### src/rtl/spi_slave_rx.sv
// SPI slave endpoint: oversampled sclk/ss_n/mosi, all four CPOL/CPHA modes,
// 16-bit MSB-first words in both directions with back-to-back word support.
module spi_slave_rx #(
  parameter int SYNC_STAGES = 2
) (
  input  logic        clk,
  input  logic        rst,
  input  logic [1:0]  spi_mode,
  input  logic        sclk,
  input  logic        ss_n,
  input  logic        mosi,
  output logic        miso,
  input  logic [15:0] tx_data,
  input  logic        tx_load,
  output logic        tx_ready,
  output logic [15:0] rx_data,
  output logic        rx_valid,
  output logic        frame_err
);

  typedef enum logic [1:0] {
    WAIT_IDLE = 2'd0,
    IDLE      = 2'd1,
    ACTIVE    = 2'd2
  } state_t;

  state_t state, state_nxt;

  logic [SYNC_STAGES-1:0] sclk_sync, ss_sync, mosi_sync;
  logic        sclk_d, ss_d;
  logic        sclk_s, ss_s, mosi_s;
  logic        cpol, cpha;
  logic        word_start;
  logic [3:0]  bit_cnt;
  logic [15:0] rx_shift, tx_shift, tx_shift_nxt, tx_buf;
  logic        sclk_rise, sclk_fall, ss_rise, ss_fall;
  logic        lead_ev, trail_ev, in_frame, sample_ev, shift_ev, start_ev, reload;

  // ss chain resets low so WAIT_IDLE only leaves on a genuinely deselected bus
  always_ff @(posedge clk) begin
    if (rst) begin
      sclk_sync <= '0;
      ss_sync   <= '0;
      mosi_sync <= '0;
      sclk_d    <= 1'b0;
      ss_d      <= 1'b0;
    end else begin
      sclk_sync <= {sclk_sync[SYNC_STAGES-2:0], sclk};
      ss_sync   <= {ss_sync[SYNC_STAGES-2:0], ss_n};
      mosi_sync <= {mosi_sync[SYNC_STAGES-2:0], mosi};
      sclk_d    <= sclk_s;
      ss_d      <= ss_s;
    end
  end

  assign sclk_s    = sclk_sync[SYNC_STAGES-1];
  assign ss_s      = ss_sync[SYNC_STAGES-1];
  assign mosi_s    = mosi_sync[SYNC_STAGES-1];
  assign sclk_rise = sclk_s & ~sclk_d;
  assign sclk_fall = ~sclk_s & sclk_d;
  assign ss_rise   = ss_s & ~ss_d;
  assign ss_fall   = ~ss_s & ss_d;
  assign lead_ev   = cpol ? sclk_fall : sclk_rise;
  assign trail_ev  = cpol ? sclk_rise : sclk_fall;
  // a deselect in the same cycle swallows any coincident sclk edge
  assign in_frame  = (state == ACTIVE) && !ss_rise;
  assign sample_ev = in_frame && (cpha ? trail_ev : lead_ev);
  assign shift_ev  = in_frame && (cpha ? lead_ev : trail_ev);
  assign start_ev  = (state == IDLE) && ss_fall;
  assign reload    = start_ev || (shift_ev && word_start);

  always_ff @(posedge clk) begin
    if (rst) state <= WAIT_IDLE;
    else     state <= state_nxt;
  end

  always_comb begin
    state_nxt = state;
    case (state)
      WAIT_IDLE: if (ss_s)    state_nxt = IDLE;      else state_nxt = WAIT_IDLE;
      IDLE:      if (ss_fall) state_nxt = ACTIVE;    else state_nxt = IDLE;
      ACTIVE:    if (ss_rise) state_nxt = IDLE;      else state_nxt = ACTIVE;
      default:   state_nxt = WAIT_IDLE;
    endcase
  end

  // a tx_load coinciding with a reload bypasses tx_buf straight into the shifter
  always_comb begin
    tx_shift_nxt = tx_shift;
    if (reload) begin
      if (tx_load) tx_shift_nxt = tx_data;
      else         tx_shift_nxt = tx_buf;
    end else if (shift_ev) begin
      tx_shift_nxt = {tx_shift[14:0], 1'b0};
    end else begin
      tx_shift_nxt = tx_shift;
    end
  end

  always_ff @(posedge clk) begin
    if (rst) begin
      miso       <= 1'b0;
      rx_data    <= 16'h0000;
      rx_valid   <= 1'b0;
      frame_err  <= 1'b0;
      tx_ready   <= 1'b1;
      tx_buf     <= 16'h0000;
      tx_shift   <= 16'h0000;
      rx_shift   <= 16'h0000;
      bit_cnt    <= 4'd0;
      word_start <= 1'b0;
      cpol       <= 1'b0;
      cpha       <= 1'b0;
    end else begin
      rx_valid  <= 1'b0;
      frame_err <= 1'b0;
      if (tx_load) tx_buf <= tx_data;
      if (reload)       tx_ready <= 1'b1;
      else if (tx_load) tx_ready <= 1'b0;
      tx_shift <= tx_shift_nxt;
      miso     <= (state_nxt == ACTIVE) & tx_shift_nxt[15];
      if (start_ev) begin
        cpol       <= spi_mode[1];
        cpha       <= spi_mode[0];
        bit_cnt    <= 4'd0;
        // with CPHA=1 the first leading edge performs the word load
        word_start <= spi_mode[0];
      end else if ((state == ACTIVE) && ss_rise) begin
        frame_err  <= (bit_cnt != 4'd0);
        bit_cnt    <= 4'd0;
        word_start <= 1'b0;
      end else if (sample_ev) begin
        rx_shift <= {rx_shift[14:0], mosi_s};
        if (bit_cnt == 4'd15) begin
          rx_data    <= {rx_shift[14:0], mosi_s};
          rx_valid   <= 1'b1;
          bit_cnt    <= 4'd0;
          word_start <= 1'b1;
        end else begin
          bit_cnt <= bit_cnt + 4'd1;
        end
      end else if (shift_ev && word_start) begin
        word_start <= 1'b0;
      end
    end
  end

endmodule

### config.mk
export PLATFORM = sky130hd
export DESIGN_NAME = spi_slave_rx
export DESIGN_NICKNAME = d
export VERILOG_FILES = /design/src/rtl/spi_slave_rx.sv
export SDC_FILE = /design/constraint.sdc
export NUM_CORES = 1
export LEC_CHECK = 0
export ABC_AREA = 0
export CORE_MARGIN = 10
export CORE_UTILIZATION = 35
export CTS_CLUSTER_DIAMETER = 150
export CTS_CLUSTER_SIZE = 40
export DETAILED_ROUTE_END_ITERATION = 12
export GPL_TIMING_DRIVEN = 1
export MAX_ROUTING_LAYER = met4
export PLACE_DENSITY_LB_ADDON = 0.25
export SETUP_SLACK_MARGIN = 0.5
export SYNTH_ARGS = -nofsm -noshare
export SYNTH_HDL_FRONTEND = slang
export SYNTH_SLANG_ARGS = --single-unit
### constraint.sdc
create_clock -name clk -period 2.6 [get_ports clk]
set_clock_uncertainty 0.05 [all_clocks]
set_input_delay 0.26 -clock clk [delete_from_list [all_inputs] [get_ports clk]]
set_output_delay 0.26 -clock clk [all_outputs]
set_load 0.02 [all_outputs]
==> results by group <==
Route
  • Via density per instance: 4.71
  • DR WL/cell: 12.8 um
  • Post-route ant nets: 0
  • 1st-iter DRT viols: 107
  • Vias: 2316
  • DRC viols: 0
  • Pre-Repair DR Iteration Count: 4
  • Total routed wirelength: 6.28 mm

Worst setup path
  • Worst reg2reg path startpoint: cpha$_SDFFE_PP0P_
  • CP endpoint kind: flip-flop
  • CP Max Fanout: 19
  • Crit path kind: flip-flop to flip-flop
  • CP required: 2810 ps
  • Max stage delay on crit path: 470 ps
  • Worst R2R Path Depth: 5
  • Startpoint Class: flip-flop
  • Stages on the worst setup path: 5
  • Worst Path Arrival: 2100 ps
  • Critical Path, Cell by Cell: xnor2_2 -> mux2i_2 -> nor2_4 -> a21bo_2 -> a221oi_1
  • WP buf/inv: 0
  • CP startpoint: cpha$_SDFFE_PP0P_
  • Critical path's top delay family: multiplexers
  • Slowest cell on crit path: mux2i_2

Clock network
  • Sink Count: 84
  • H-tree levels: 3
  • Root Buffer Master: clkbuf_8
  • Clock Path Buffers: 2
  • CTS tree: done
  • TritonCTS Buffers: 9
  • Clk slew on worst S/H paths: 80 ps
  • Worst-Skew Late Latency: 350 ps

Synth
  • Top post-synthesis cells by area: dfxtp_1, mux2i_1, nand2_1, nor2_1, a21oi_1
  • Synthesized cell area: 3240 um^2
  • Synth cell types: 44
  • Syn_area_per_cell: 9.72 um^2
  • Syn Nets: 359
  • FF+latch count, synth: 84
  • Post-synth ARST share: 0%
  • Cell taking the most area after synthesis: dfxtp_1
  • Area share of the largest cell type after synthesis: 52.0%
  • Synth Flop Type: dfxtp_1
  • Post-synth EDFFs: 0
  • Gate Count Post-Synth: 333
  • Yosys warns: 0
  • Sequential share of the synthesized area: 52.0%

Finish
  • Final non-filler cell area: 3910 um^2
  • Fin nets: 403
  • Syn-to-layout area delta: 20.9%
  • Most common cell after layout, fill and taps aside: dfxtp_1
  • Fill count: 897
  • Fraction of layout cells with a size suffix above 1: 10.8%
  • Number of antenna diodes: 0
  • Most frequent cells in the layout: dfxtp_1, nand2_1, clkdlybuf4s50_1, nor2_1, mux2i_1

Timing
  • Post-layout minimum cycle time: 1900 ps
  • Slew @ Worst Pin: 675 ps
  • Slew HR: 54.7%
  • Final Cycle Share: 73.0%
  • Hold Fails Final Rpt: 0
  • Final setup violation count: 0
  • Setup ws final: 703 ps
  • Fin Setup TNS: 0 ps
  • WHS: 275 ps
  • Slew Viols, Final: 0
  • RSZ-0062 raised after global routing: true
  • Max Freq: 527 MHz

GRT
  • All-Layer GR Usage: 9.73%
  • Largest net degree at the start of global routing: 63
  • First-pass GRT wire length: 10.4 mm
  • Total grt overflow: 0
  • Number of global-route vias before repair: 2182
  • Antenna violations before repair: 0

Worst hold path
  • Cells on Worst Hold Path: 3
  • Min-Delay Path Class: input pin to flip-flop
  • Hold Startpoint: rst

Power
  • Cell Pwr Density: 578 nW/um^2
  • Pwr Total: 0.00226 W
  • Peak VDD IR: 0.282 mV
  • Leak: 1.42 nW

Die
  • Die X: 116 um
  • Core Footprint: 9110 um^2
  • Core Rows: 35
  • Initial Utilization: 35.5%
  • DIE HEIGHT: 116 um
  • Die ar.: 13500 um^2
  • I/O pin total: 44

Flow run
  • Max-Cap Viols: 0

Place
  • GPL Wtd Cong: 0.748
  • Place WS: 643 ps
  • Dpl hpwl: 4.28 mm
  • Count of input and output buffers: 43
  • Instance area at placement: 3720 um^2

Outcome
  • Status: complete, no violations
metrics by stage:
stage	std cells	util, %
2_1_floorplan	333	-
3_5_place_dp	475	40.9
5_1_grt	492	43.0
4_1_cts	490	42.8
6_report	492	43.0
3_3_place_gp	475	40.9
final timing paths:
path,endpoint,slack (ps)
setup reg to reg,word_start$_SDFFE_PP0P_,700
hold / removal,frame_err$_SDFF_PP0_,270
hold reg to reg,tx_shift[2]$_SDFFE_PP0P_,390
setup / recovery,word_start$_SDFFE_PP0P_,700
routing by layer:
metal	vias to the layer above	GRT usage, %	routed length, um
met5	-	-	0
li1	1205	-	-
met3	8	3.44	301
met1	1067	11.9	3020
met4	0	4.00	112
met2	36	14.3	2850
state kept, by name, indices dropped and copies added (netlist names), 2 cells and up:
| register | flops |
|---|---|
| tx_buf | 16 |
| sclk_sync | 2 |
| ss_sync | 2 |
| rx_shift | 15 |
| state | 2 |
| rx_data | 16 |
| mosi_sync | 2 |
| tx_shift | 16 |
| bit_cnt | 4 |
Yosys cell counts (3+ instances only):
cell type and count:
nor3b_1 4, nor2_1 37, buf_6 4, nor3_1 5, clkbuf_1 3, nor2b_1 11, buf_2 6, inv_1 6
a22oi_1 12, and2b_2 3, nand2_1 59, nand2b_1 3, a21oi_1 21, dfxtp_1 84, mux2i_1 33, buf_4 3
xnor2_1 3
timing repair:
action                                  in CTS  in global routing
endpoints found under the setup margin       0                  6
setup buffers                                0                  2
hold buffers                                 0                  0
resized for setup                            0                  1
worst min-delay path, cell delays in order:
cell and delay [ps]:
buf_2 100, or2_2 200, a211oi_1 70
cells by family after synthesis:
| logic type | after synthesis | share of synthesized area (%) |
|---|---|---|
| and+or+nand+nor | 132 | 19.1 |
| adders and majority gates | 2 | 0.773 |
| buffers and inverters | 25 | 4.91 |
| xor gates and xnor gates | 4 | 1.31 |
| muxes | 37 | 11.8 |
| AOI/OAI and AO/OA | 49 | 10.2 |
| DFF | 84 | 52.0 |
power breakdown:
part,leakage (nW),internal [W],switching (W)
registers,0.682,0.00131,0.00000860
clock network,0.0744,0.000348,0.000475
logic,0.667,0.0000636,0.0000579
cell type report:
class | instances | area (um^2) | area share [%]
multi-input cells | 224 | 1410 | 35.9
flip-flops and latches | 84 | 1680 | 43.0
inverters | 6 | 22.5 | 0.575
repair buffers | 52 | 493 | 12.6
well taps | 111 | 139 | 3.55
clock inverters | 6 | 47.5 | 1.21
clock buffers | 9 | 124 | 3.16
No activity file was read; power rests on OpenSTA's default activity.
